**src/rtl/acc_out_port.sv**
```systemverilog
// Accumulator output port: small FWFT FIFO between OUT pushes and an external valid/ready reader.
// Latency: a word pushed at edge N is on out_data with out_valid=1 right after edge N.
// Backpressure: reader stalls via out_ready; a push into a full FIFO without a pop is dropped and sets sticky overflow.

module acc_fifo #(
    parameter int W     = 8,
    parameter int DEPTH = 4,
    parameter int AW    = 2
) (
    input  logic          clk,
    input  logic          reset,
    input  logic          push,
    input  logic [W-1:0]  push_dat,
    input  logic          pop,
    output logic [W-1:0]  head_dat,
    output logic [AW:0]   count
);

    logic [W-1:0]  mem [DEPTH];
    logic [AW-1:0] wr_ptr;
    logic [AW-1:0] rd_ptr;

    // Storage is deliberately left out of reset; only the bookkeeping is cleared.
    always_ff @(posedge clk) begin
        if (push) begin
            mem[wr_ptr] <= push_dat;
        end
    end

    always_ff @(posedge clk or posedge reset) begin
        if (reset) begin
            wr_ptr <= '0;
            rd_ptr <= '0;
            count  <= '0;
        end else begin
            if (push) begin
                wr_ptr <= wr_ptr + AW'(1);
            end
            if (pop) begin
                rd_ptr <= rd_ptr + AW'(1);
            end
            case ({push, pop})
                2'b10:   count <= count + (AW+1)'(1);
                2'b01:   count <= count - (AW+1)'(1);
                default: count <= count;
            endcase
        end
    end

    assign head_dat = mem[rd_ptr];

endmodule

module acc_out_port #(
    parameter int DATA_WIDTH = 8,
    parameter int DEPTH      = 4,
    parameter int ADDR_WIDTH = 2
) (
    input  logic                  clk,
    input  logic                  reset,
    input  logic                  load,
    input  logic [DATA_WIDTH-1:0] acc_in,
    output logic                  full,
    output logic [DATA_WIDTH-1:0] out_data,
    output logic                  out_valid,
    input  logic                  out_ready,
    output logic [ADDR_WIDTH:0]   count,
    output logic                  overflow
);

    localparam logic [ADDR_WIDTH:0] FULL_CNT = (ADDR_WIDTH+1)'(DEPTH);

    logic                  push;
    logic                  pop;
    logic [DATA_WIDTH-1:0] head_dat;

    assign out_valid = (count != '0);
    assign full      = (count == FULL_CNT);
    assign pop       = out_valid & out_ready;
    // A pop in the same cycle frees the slot, so a full FIFO can still accept.
    assign push      = load & (~full | pop);
    // Head is masked while empty so stale or never-written storage never leaks out.
    assign out_data  = out_valid ? head_dat : '0;

    acc_fifo #(
        .W     (DATA_WIDTH),
        .DEPTH (DEPTH),
        .AW    (ADDR_WIDTH)
    ) u_fifo (
        .clk      (clk),
        .reset    (reset),
        .push     (push),
        .push_dat (acc_in),
        .pop      (pop),
        .head_dat (head_dat),
        .count    (count)
    );

    always_ff @(posedge clk or posedge reset) begin
        if (reset) begin
            overflow <= 1'b0;
        end else if (load & full & ~pop) begin
            overflow <= 1'b1;
        end
    end

endmodule

```
**config.mk**
```make
export PLATFORM = sky130hd
export DESIGN_NAME = acc_out_port
export DESIGN_NICKNAME = d
export VERILOG_FILES = /design/src/rtl/acc_out_port.sv
export SDC_FILE = /design/constraint.sdc
export NUM_CORES = 1
export LEC_CHECK = 0
export ABC_AREA = 1
export CORE_ASPECT_RATIO = 1.25
export CORE_UTILIZATION = 30
export DETAILED_ROUTE_END_ITERATION = 7
export PLACE_DENSITY = 0.52
export SYNTH_ARGS = -nofsm -noshare
export SYNTH_HDL_FRONTEND = slang
export SYNTH_SLANG_ARGS = --single-unit
```
**constraint.sdc**
```tcl
create_clock -name clk -period 4.4 [get_ports clk]
set_clock_uncertainty 0.05 [all_clocks]
set_input_delay 1.1 -clock clk [delete_from_list [all_inputs] [get_ports clk]]
set_output_delay 1.1 -clock clk [all_outputs]
set_load 0.05 [all_outputs]
```
# Word level (Yosys, flattened, before mapping)
# Memories as Yosys holds them, arrays and structs flattened.
# Index checks and enable logic that the tools add are counted.
dict set report op_classes {
  multipliers 0
  div_mod_pow 0
  shifts 0
  bitwise_logic 7
  n_reduce_logical 2
  addsub 4
  n_mux 4
  n_eq_ne 3
  n_lt_le_gt_ge 0
}
# operator count
set op_table {}
lappend op_table {{two-way mux 8 bit} 1}
lappend op_table {{one-hot mux 3 bit (2 select lines)} 1}
lappend op_table {{adder 2 x 1 -> 2 bit (second input constant)} 2}
lappend op_table {{bitwise AND 1 bit} 4}
lappend op_table {{adder 3 x 1 -> 3 bit (second input constant)} 1}
lappend op_table {{== test 3 bit (second input constant)} 1}
lappend op_table {{nonzero test 3 bit} 1}
lappend op_table {{subtractor 3 x 1 -> 3 bit (second input constant)} 1}
lappend op_table {{== test 2 x 1 -> 1 bit (second input constant)} 1}
lappend op_table {{== test 2 bit (second input constant)} 1}
lappend op_table {{two-way mux 1 bit} 2}
lappend op_table {{NOT 1 bit} 2}
lappend op_table {{nonzero test 2 bit} 1}
lappend op_table {{bitwise OR 1 bit} 1}
dict set report word_totals {
  memories 1
  output_inout_bits 14
  rom_bits 0
  input_bits 12
  mem_bits_rw 32
  regBits 8
  latch_bits 0
  elab_cells 25
}
# name depth width read_ports rd_clocked_by_memory_dff wr line
set mem_list {}
lappend mem_list {u_fifo.mem 4 8 1 0 1 19} ;# logic [W-1:0] mem [DEPTH];

# Depth between registers and ports, before layout
# Gate-level depths: netlist of run 1.
dict set report logic_depth {
  word_depth 6
  mapped_depth 9
  ltp_nobuf 9
}

# Modules after synthesis
# From an unflattened synthesis of run 1, not the netlist that was laid out.
dict set report unflattened {
  cells_unflattened 186
  area_unflattened_um2 1924.3
}
# module n_inst cells_per_inst area_each_um2 seq_area_each_um2
set by_module_without_submodules {}
lappend by_module_without_submodules {acc_fifo 1 155 1739.2 1136.1}
lappend by_module_without_submodules {acc_out_port 1 31 185.2 25.0}

# Worst setup path after synthesis of run 1
# OpenSTA, ideal clock, no wires.
dict set report synth_timing {
  path_kind {reg2out}
  start {register u_fifo.count[2]}
  end {output out_data[0]}
  n_path_buf 0
  required_time_ns 3.250
  t_arrival_ns 1.955
  stages_incl_launch_ff 5
  setup_slack_ns 1.295
  path_cell_list {dfrtp_1 -> inv_1 -> nand2_4 -> inv_1 -> a21oi_1}
}
dict set report synth_via {
  elab_chain_cells 2
}
# element line
set synth_rtl {}
lappend synth_rtl {{from (decl)} 16} ;# output logic [AW:0] count
lappend synth_rtl {{from (signal assigned)} 43} ;# 2'b10: count <= count + (AW+1)'(1);
lappend synth_rtl {{from (signal assigned)} 44} ;# 2'b01: count <= count - (AW+1)'(1);
lappend synth_rtl {{from (signal assigned)} 45} ;# default: count <= count;
lappend synth_rtl {{nonzero test 3 bit} 77} ;# assign out_valid = (count != '0);
lappend synth_rtl {{named net out_valid} 65} ;# output logic out_valid,
lappend synth_rtl {{two-way mux 8 bit} 83} ;# assign out_data = out_valid ? head_dat : '0;
lappend synth_rtl {{to (decl)} 64} ;# output logic [DATA_WIDTH-1:0] out_data,
# The timed path passes the listed nets, and every way through them passes these cells.

# Worst setup path in the final report of run 1
dict set report layout_timing {
  start {register u_fifo.rd_ptr[0]}
  end {output out_data[7]}
}
dict set report layout_via {
  elab_chain_cells 2
}
# element line
set layout_rtl {}
lappend layout_rtl {{from (decl)} 21} ;# logic [AW-1:0] rd_ptr;
lappend layout_rtl {{from (signal assigned)} 40} ;# rd_ptr <= rd_ptr + AW'(1);
lappend layout_rtl {{memory (4 x 8 bit)} --}
lappend layout_rtl {{two-way mux 8 bit} 83}
# Every way passes these cells.

==> reports/qor.log, run 1 <==
qor: outcome.outcome complete, no violations
qor: clock_network.clkTransAtPathRegs 70 ps
qor: sta.setup_total_negative_slack 0 ps
qor: job.maximum_capacitance_violations 0
qor: sta.timing.final.crit_share 79.2%
qor: sta.worstMarginPinSlew 913 ps
qor: worst_setup_path.worst_r2r_startpoint u_fifo.count[0]$_DFFE_PP0P_
qor: placement.gp_congestion 0.726
qor: synthesis.synthesis.area 1780 sq um
qor: route.drc 0
qor: sta.finalSetupViolations 0
qor: synthesis.post_synth_num_cell_types 24
qor: synthesis.synth.top_cell.area_share 54.1%
qor: clock_network.post_cts_resized 0
qor: route.detailroute.via_count 1127
qor: finish.final_net_count 199
qor: clock_network.ctsLongestPathBuffers 2
qor: clock_network.cts-buffers-inserted 5
qor: finish.sequential_cell_area 1160 sq um
qor: synthesis.leading_cell_types_by_total_area_after_synthesis sky130_fd_sc_hd__edfxtp_1, sky130_fd_sc_hd__dfrtp_1, sky130_fd_sc_hd__nor2_1, sky130_fd_sc_hd__inv_1, sky130_fd_sc_hd__ha_1
qor: clock_network.cts_max_level 2
qor: floorplanning.die_x 70.8 um
qor: sta.final_max_slew_violation_count 0
qor: synthesis.ranking_of_synthesized_cells_by_instance_count sky130_fd_sc_hd__nor2_1, sky130_fd_sc_hd__edfxtp_1, sky130_fd_sc_hd__inv_1
qor: finish.areaGrowthSynthToFinish 22.9%
qor: finish.drive_above_1_share 11.5%
qor: route.initialDrtViolationCount 45
qor: route.via_per_instance_ratio 4.56
qor: worst_setup_path.start_kind flop
qor: worst_setup_path.critPathRequiredTime 3250 ps
qor: min_path.hold_path_class reg -> reg
qor: finish.number_of_fillers_in_the_final_layout 544
qor: global_route.grt_overflow_total 0
qor: floorplanning.die_area 6230 sq um
qor: worst_setup_path.crit_type reg -> out
qor: clock_network.clock_insertion_delay_worst_skew 280 ps
qor: sta.final_number_of_hold_violating_endpoints 0
qor: finish.antenna_cells 0
qor: route.drt.antenna.violating_nets 0
qor: synthesis.seq_area_frac_synth 65.4%
qor: global_route.grt_first_pass_wirelength 5.56 mm
qor: floorplanning.floorplan.rows 30
qor: synthesis.post_synth_inst_count 154
qor: global_route.vias_in_the_first_global_route 1184
qor: global_route.groute.usage.overall 12.3%
qor: sta.post-route-min-period 3480 ps
qor: synthesis.async_flop_share 20.0%
qor: route.wl 3.41 mm
qor: clock_network.cts_hold_repair.buffers 0
qor: global_route.number_of_antenna_violations_at_the_first_check_in_global_routing 0
qor: clock_network.number_of_buffers_inserted_to_repair_setup_after_cts 0
qor: synthesis.yosysMostFrequentCell sky130_fd_sc_hd__nor2_1
qor: synthesis.ys.warnings.count 0
qor: worst_setup_path.critPathCaptureType output port
qor: min_path.min_from overflow$_DFFE_PP0P_
qor: route.dr.pass1.iters 6
qor: finish.multiInputGateArea 519 sq um
qor: global_route.grt_max_degree 19
qor: floorplanning.initial_core_utilization 32.0%
qor: worst_setup_path.critPathLaunch u_fifo.rd_ptr[0]$_DFFE_PP0N_
qor: clock_network.cts-root-buf sky130_fd_sc_hd__clkbuf_8
qor: floorplanning.die_span_in_y 88.0 um
qor: sta.rsz0062_at_grt false
qor: worst_setup_path.worstPathMaxFanout 18
qor: synthesis.synth_seq_cells 40
qor: clock_network.numClockSinks 40
qor: synthesis.syn_nets 171
qor: route.post_drt_wl_per_cell 13.8 um
qor: synthesis.synth.largest_area_cell sky130_fd_sc_hd__edfxtp_1
qor: placement.io_buffers 25
qor: floorplanning.core 5560 sq um
qor: synthesis.ys_dominant_reg_cell sky130_fd_sc_hd__edfxtp_1
qor: sta.fmax 0.287 GHz
qor: sta.relSlewSlack 38.9%
qor: placement.sum_of_net_half_perimeters_after_detailed_placement 2.37 mm
qor: worst_setup_path.arrival 2330 ps
qor: floorplanning.boundaryPins 26
qor: synthesis.number_of_flops_mapped_to_enable_cells_by_yosys 32
qor: clock_network.cts_tree done
qor: synthesis.postSynthAreaPerCell 11.5 sq um
## cell usage in the layout, fill, tap and decap left out
cell type                         instances
sky130_fd_sc_hd__o21ai_0                 10
sky130_fd_sc_hd__clkinv_2                 1
sky130_fd_sc_hd__clkdlybuf4s50_1         25
sky130_fd_sc_hd__nand3_2                  2
sky130_fd_sc_hd__clkbuf_8                 5
sky130_fd_sc_hd__nor2_1                  37
sky130_fd_sc_hd__nand2_2                  1
sky130_fd_sc_hd__o21ai_1                  7
sky130_fd_sc_hd__inv_2                    2
sky130_fd_sc_hd__ha_1                     4
sky130_fd_sc_hd__nor2_2                   2
sky130_fd_sc_hd__nand2_1                  9
sky130_fd_sc_hd__nand2_4                  4
sky130_fd_sc_hd__nor2_4                   1
sky130_fd_sc_hd__edfxtp_1                32
sky130_fd_sc_hd__fa_1                     1
sky130_fd_sc_hd__xor2_1                   1
sky130_fd_sc_hd__dfrtp_1                  8
sky130_fd_sc_hd__a21oi_1                  9
sky130_fd_sc_hd__bufinv_16                1
sky130_fd_sc_hd__nand3_1                  2
sky130_fd_sc_hd__a21oi_2                  1
sky130_fd_sc_hd__o21bai_1                 1
sky130_fd_sc_hd__inv_1                   15
sky130_fd_sc_hd__clkbuf_1                 1
sky130_fd_sc_hd__xor2_2                   1
## registers in the layout, summed over array words and instances (netlist names)
name and count:
u_fifo.count 3, u_fifo.mem 32, u_fifo.rd_ptr 2, u_fifo.wr_ptr 2, overflow 1
## critical path, cell delays in order (launching register included)
cell and delay [ps]:
sky130_fd_sc_hd__dfrtp_1 580, sky130_fd_sc_hd__inv_2 330, sky130_fd_sc_hd__o21ai_0 140, sky130_fd_sc_hd__a21oi_1 170, sky130_fd_sc_hd__clkdlybuf4s50_1 820
## cells by family after synthesis
family	after synthesis	synth area share [%]
simple gates	58	15.6
flops	40	65.4
compound gates	28	8.25
buf+inv	21	5.36
fa+ha+maj	5	3.95
xor+xnor	2	1.41
## path summary, 6_finish.rpt
kind,end,slack [ps],cells after the start
worst max-delay path,out_data[7],920,4
worst min-delay path,overflow$_DFFE_PP0P_,450,1
worst max register to register,u_fifo.mem[1][2]$_DFFE_PP_,2390,6
worst min register to register,overflow$_DFFE_PP0P_,450,1
max in group asynchronous,u_fifo.rd_ptr[0]$_DFFE_PP0N_,3030,2
min in group asynchronous,u_fifo.rd_ptr[1]$_DFFE_PP0N_,1010,2
## per-stage QoR
| stage | util (%) | instances | setup WS, ps | hold slack (ps) | area (sq um) |
|---|---|---|---|---|---|
| 4_1_cts | 39.3 | 247 | 896 | 456 | 2180 |
| 6_report | 39.3 | 247 | 916 | 447 | 2180 |
| 3_3_place_gp | 37.3 | 239 | 1240 | 416 | 2070 |
| 3_5_place_dp | 37.3 | 239 | 1210 | 434 | 2070 |
| 2_1_floorplan | - | 154 | 1290 | 507 | 1780 |
| 5_1_grt | 39.3 | 247 | 762 | 479 | 2180 |
## routing by layer
metal | track usage, % | up-vias | share of wire (%)
met1 | 12.7 | 523 | 41
met3 | 4.03 | 6 | 5.6
li1 | - | 564 | -
met2 | 23.0 | 34 | 51
met4 | 5.09 | 0 | 1.5
met5 | 0 | - | 0
## final cells by class
class / count / area share [%]
timing repair buffer: 25 / 11.5
clock buffer: 6 / 3.33
sequential: 40 / 53.2
tap: 64 / 3.67
clock inverter: 2 / 1.61
multi-input combinational: 93 / 23.8
inverter: 17 / 2.92
Power of run 1 is not shown: default switching activity piles up to over one toggle a cycle in this logic, so the estimate is an artifact.
==> run 2, diff against run 1 <==
clock period = 3.25 ns   (was 4.4 ns; I/O delays follow)
==> run 2 against run 1 <==
  * Critical path depth is the same
  * First-iteration DRC count rose by 38%
  * Die area unchanged
  * Global-route usage is 0.73 points lower
  * Largest cell class unchanged
==> reports/qor.log, run 2 (synthesis gave the netlist of run 1 again) <==
qor: finish.final_cell_mix sky130_fd_sc_hd__nor2_1, sky130_fd_sc_hd__edfxtp_1, sky130_fd_sc_hd__clkdlybuf4s50_1
qor: route.drt.antenna.violating_nets 0
qor: route.detailroute.via_count 1136
qor: floorplanning.initial_core_utilization 32.0%
qor: route.wl 3.31 mm
qor: floorplanning.boundaryPins 26
qor: clock_network.ctsLongestPathBuffers 2
qor: global_route.grt_max_degree 19
qor: worst_setup_path.critPathCaptureType output port
qor: min_path.worstHoldPathCells 1
qor: clock_network.cts_max_level 2
qor: floorplanning.die_x 70.8 um
qor: sta.fmax 0.357 GHz
qor: worst_setup_path.worst_r2r_startpoint u_fifo.count[0]$_DFFE_PP0P_
qor: clock_network.numClockSinks 40
qor: finish.areaGrowthSynthToFinish 29.0%
qor: clock_network.cts-buffers-inserted 5
qor: sta.timing.final.crit_share 86.2%
qor: clock_network.cts-root-buf sky130_fd_sc_hd__clkbuf_8
qor: min_path.hold_path_class reg -> reg
qor: sta.rsz0062_at_grt false
qor: route.drc 0
qor: global_route.grt_overflow_total 0
qor: global_route.groute.usage.overall 11.6%
qor: finish.number_of_fillers_in_the_final_layout 519
qor: sta.final_number_of_hold_violating_endpoints 0
qor: min_path.min_delay_worst_endpoint overflow$_DFFE_PP0P_
qor: placement.io_buffers 25
qor: floorplanning.die_area 6230 sq um
qor: clock_network.cts_tree done
qor: finish.sequential_cell_area 1160 sq um
qor: worst_setup_path.worst-r2r-setup-slack 1720 ps
qor: global_route.grt_first_pass_wirelength 5.40 mm
qor: sta.fin_hold_ws 430 ps
qor: placement.sum_of_net_half_perimeters_after_detailed_placement 2.25 mm
qor: clock_network.clkTransAtPathRegs 70 ps
qor: sta.worstMarginPinSlew 573 ps
qor: floorplanning.core 5560 sq um
qor: sta.relSlewSlack 61.8%
qor: global_route.number_of_antenna_violations_at_the_first_check_in_global_routing 0
qor: finish.max_flop_register u_fifo.mem
qor: clock_network.clock_insertion_delay_worst_skew 280 ps
qor: finish.antenna_cells 0
qor: job.maximum_capacitance_violations 0
qor: floorplanning.die_span_in_y 88.0 um
qor: sta.final_max_slew_violation_count 0
qor: route.via_per_instance_ratio 4.51
qor: min_path.min_from overflow$_DFFE_PP0P_
qor: finish.largest_register_ff_count 32
qor: sta.post-route-min-period 2800 ps
qor: route.dr.pass1.iters 6
qor: route.post_drt_wl_per_cell 13.1 um
qor: pwr.p_leak 0.985 nW
qor: worst_setup_path.crit_type reg -> out
qor: worst_setup_path.ff2ff_path_depth 8
qor: worst_setup_path.r2r_end u_fifo.count[2]$_DFFE_PP0P_
qor: finish.multiInputGateArea 519 sq um
qor: pwr.power_per_cell_area 1150 nW/um^2
qor: finish.biggestRegsByFlops u_fifo.mem (32), u_fifo.count (3)
qor: pwr.ir_drop 0.581 mV
qor: clock_network.number_of_buffers_inserted_to_repair_setup_after_cts 0
qor: worst_setup_path.critPathRequiredTime 2390 ps
qor: worst_setup_path.start_kind flop
qor: placement.gp_congestion 0.712
qor: global_route.vias_in_the_first_global_route 1180
qor: finish.drive_above_1_share 14.4%
qor: sta.finalSetupViolations 0
qor: worst_setup_path.arrival 1940 ps
qor: route.initialDrtViolationCount 62
qor: worst_setup_path.worstPathMaxFanout 18
qor: floorplanning.floorplan.rows 30
qor: finish.layout_commonest_cell sky130_fd_sc_hd__nor2_1
qor: sta.setup_total_negative_slack 0 ps
qor: finish.final_net_count 204
qor: outcome.outcome complete, no violations
run 2: worst max-delay path by stage:
stage | from | to | slack (ps)
after floorplan | u_fifo.count[2]$_DFFE_PP0P_ | out_data[0] | 430
after global placement | u_fifo.rd_ptr[0]$_DFFE_PP0N_ | out_data[0] | 370
after detailed placement | u_fifo.rd_ptr[0]$_DFFE_PP0N_ | out_data[0] | 340
after CTS | u_fifo.rd_ptr[0]$_DFFE_PP0N_ | out_data[0] | 20
after global routing | u_fifo.rd_ptr[0]$_DFFE_PP0N_ | out_data[1] | 290
final | u_fifo.rd_ptr[0]$_DFFE_PP0N_ | out_data[0] | 450
run 2: per-layer routing:
metal  global-route usage, %  routed length, um  up-vias
li1                        -                  -      576
met1                    13.4               1470      531
met2                    21.6               1690       27
met3                    3.22                149        2
met4                    2.18                  9        0
met5                       0                  0        -
run 2: report_power, final:
| part | internal, mW | total (mW) | leakage [nW] | switching (mW) |
|---|---|---|---|---|
| clock network | 0.384 | 0.556 | 0.0784 | 0.172 |
| registers | 0.690 | 0.778 | 0.385 | 0.0873 |
| logic | 0.420 | 1.29 | 0.522 | 0.870 |
| total | 1.49 | 2.62 | 0.985 | 1.13 |
run 2: area by class of cell:
cell class	instances	area share, %
repair buffers	30	13.4
clock inverters	3	3.93
clock buffers	5	3.00
multi-input cells	93	22.7
flip-flops and latches	40	50.7
well taps	64	3.50
inverters	17	2.79
run 2: worst max-delay path: stages (launching register included):
cell and delay (ps):
sky130_fd_sc_hd__dfrtp_1 590, sky130_fd_sc_hd__inv_2 330, sky130_fd_sc_hd__o21ai_0 140, sky130_fd_sc_hd__a21oi_1 150
sky130_fd_sc_hd__dlymetal6s2s_1 430
run 2: timing repair:
item / 4_1_cts / 5_1_grt
hold buffers: 0 / 0
gates resized for setup: 0 / 8
endpoints found under the setup margin: 0 / 8
endpoints found under the hold margin: 0 / 0
run 2: through the flow:
step                area, sq um  instances  util [%]  power (mW)  setup WS, ps
global placement           2110        244      38.0        2.09           373
floorplan                  1780        154         -        1.72           432
CTS                        2270        252      40.9        2.67          20.6
finish                     2290        252      41.2        2.62           450
detailed placement         2110        244      38.0        2.11           341
global route               2290        252      41.2        2.78           289
(Power assumes the default switching activity.)
==> variant, RTL diff (settings of run 2) <==
Register the output `count`, cleared by the reset; this adds one clock of latency there. The other outputs are not delayed to match.
--- a/src/rtl/acc_out_port.sv
+++ b/src/rtl/acc_out_port.sv
@@ -70,12 +70,14 @@
 
     localparam logic [ADDR_WIDTH:0] FULL_CNT = (ADDR_WIDTH+1)'(DEPTH);
 
+    logic [ADDR_WIDTH:0] count_d;
+
     logic                  push;
     logic                  pop;
     logic [DATA_WIDTH-1:0] head_dat;
 
-    assign out_valid = (count != '0);
-    assign full      = (count == FULL_CNT);
+    assign out_valid = (count_d != '0);
+    assign full      = (count_d == FULL_CNT);
     assign pop       = out_valid & out_ready;
     // A pop in the same cycle frees the slot, so a full FIFO can still accept.
     assign push      = load & (~full | pop);
@@ -93,7 +95,7 @@
         .push_dat (acc_in),
         .pop      (pop),
         .head_dat (head_dat),
-        .count    (count)
+        .count    (count_d)
     );
 
     always_ff @(posedge clk or posedge reset) begin
@@ -104,5 +106,13 @@
         end
     end
 
+    always_ff @(posedge clk or posedge reset) begin
+        if (reset) begin
+            count <= '0;
+        end else begin
+            count <= count_d;
+        end
+    end
+
 endmodule
 
Behaviour: not the same (a bounded check fails within 4 cycles, from zero or initial values and one cycle with reset high).
==> variant against run 2 <==
  * Worst setup slack got worse by 210 ps
  * Register-to-register slack got worse by 140 ps
  * Wire length increased by 7.3%
  * Global-route usage increased by 1.1 points
  * Total power decreased by 0.39%
  * Final area increased by 1.8%
  * Area after synthesis increased by 3.5%
  * Sequential cell count increased by 3
  * Critical path depth unchanged
  * Critical path type unchanged
==> variant: results (changes against run 2) <==
- Initial drt markers: 67 (was 62)
- Critical Path AT: 2150 ps (was 1940 ps)
- Final Wtd Congestion: 0.705 (was 0.712)
- Sw frac: 0.436 (was 0.430)
- Largest registers: u_fifo.mem x32, count x3, u_fifo.count x3 (was u_fifo.mem x32, u_fifo.count x3)
- Leakage: 0.900 nW (was 0.985 nW)
- Status: finished clean (unchanged)
- Top cells by count, synth: 38 x nor2_1, 32 x edfxtp_1, 14 x inv_1, 12 x o21ai_0, 11 x dfrtp_1 (was 37 x nor2_1, 32 x edfxtp_1, 15 x inv_1, 10 x o21ai_0)
- CP Capture Point: out_data[2] (was out_data[0])
- Net Count, Synth: 172 (was 171)
- Detailed Place HPWL: 2510 µm (was 2250 µm)
- Worst slew pin tran: 507 ps (was 573 ps)
- Hold slack: 410 ps (was 430 ps)
- Vias: 1157 (was 1136)
- Compound-Gate Fraction of Synth Area: 0.0872 (was 0.0825)
- Worst hold start: u_fifo.count[2] (was overflow)
- Initial Utilization: 0.314 (was 0.320)
- Place WS: 368 ps (was 341 ps)
- Vias in the first global route: 1239 (was 1180)
- Share of post-route cells with drive strength above 1: 0.138 (was 0.144)
- GR Util met3: 0.0349 (was 0.0322)
- # H-tree levels: 2 (unchanged)
- Met1 usage: 0.156 (was 0.134)
- Fillers: 556 (was 519)
- R2r setup slk: 1580 ps (was 1720 ps)
- Nets: 205 (was 204)
- First-pass GRT wire length: 6070 µm (was 5400 µm)
- Flop pwr share: 0.323 (was 0.296)
- VDD IR max: 0.000529 V (was 0.000581 V)
- Async set-or-reset flop fraction in the synthesized netlist: 0.256 (was 0.200)
- Slowest stage delay, CP: 820 ps (was 590 ps)
- DRT Wirelength: 3560 µm (was 3310 µm)
- Post-Synth XOR/XNOR Area: 0.00954 (was 0.0141)
- GRT Total Usage: 0.127 (was 0.116)
- Synth top area cells: edfxtp_1 52%, dfrtp_1 15%, nor2_1 7.8% (was edfxtp_1 54%, dfrtp_1 11%, nor2_1 7.8%)
- Distinct cells, synth: 25 (was 24)
- Min-Delay Path Class: flop to flop (unchanged)
- Hold depth: 0 (was 1)
- Metal-1 WL: 1640 µm (was 1470 µm)
- Sequential share of the synthesized area: 0.673 (was 0.654)
- Slowest CP cell: clkdlybuf4s50_1 (was dfrtp_1)
- Initial DRT Pass Iterations: 5 (was 6)
- Comb. pwr: 0.00129 W (about the same)
- Post-synthesis cell count: 155 (was 154)
- Placed insts: 263 (was 244)
- Post-Synth Adder-Cell Area: 0.0381 (was 0.0395)
- Routed length on met3: 142 µm (was 149 µm)
- WL per Instance: 13.1 µm (about the same)
- Worst R2R End: u_fifo.mem[3][4] (was u_fifo.count[2])
- Worst-case reg-to-reg path depth: 5 (was 8)
- F_max: 0.332 GHz (was 0.357 GHz)
- Met2 Use GR: 0.216 (about the same)
- Met2 wire length: 1720 µm (was 1690 µm)
[variant: cell count changes after synthesis, sizes merged]
cell | before | now
nand2 | 14 | 12
nand3 | 4 | 3
inv | 17 | 16
nand3b | 0 | 1
o21bai | 1 | 0
dfrtp | 8 | 11
a31o | 0 | 1
o21ai | 17 | 18
[variant: cell type report]
type | instances | area share
clock inverter | 2 | 0.0258
multi-input combinational | 92 | 0.218
timing repair buffer | 30 | 0.123
sequential | 43 | 0.531
inverter | 16 | 0.0268
clock buffer | 6 | 0.0311
tap | 82 | 0.0440
[variant: metrics by stage]
step | utilization | power (W) | instance area (µm²)
after floorplan | - | 0.00175 | 1840
after global placement | 0.375 | 0.00213 | 2200
after detailed placement | 0.375 | 0.00215 | 2200
after CTS | 0.398 | 0.00264 | 2330
after global routing | 0.398 | 0.00279 | 2330
final | 0.398 | 0.00261 | 2330
[variant: repair_timing]
item,CTS,global route
endpoints found under the setup margin,0,8
gates resized for setup,0,1
hold endpoints to repair,0,0
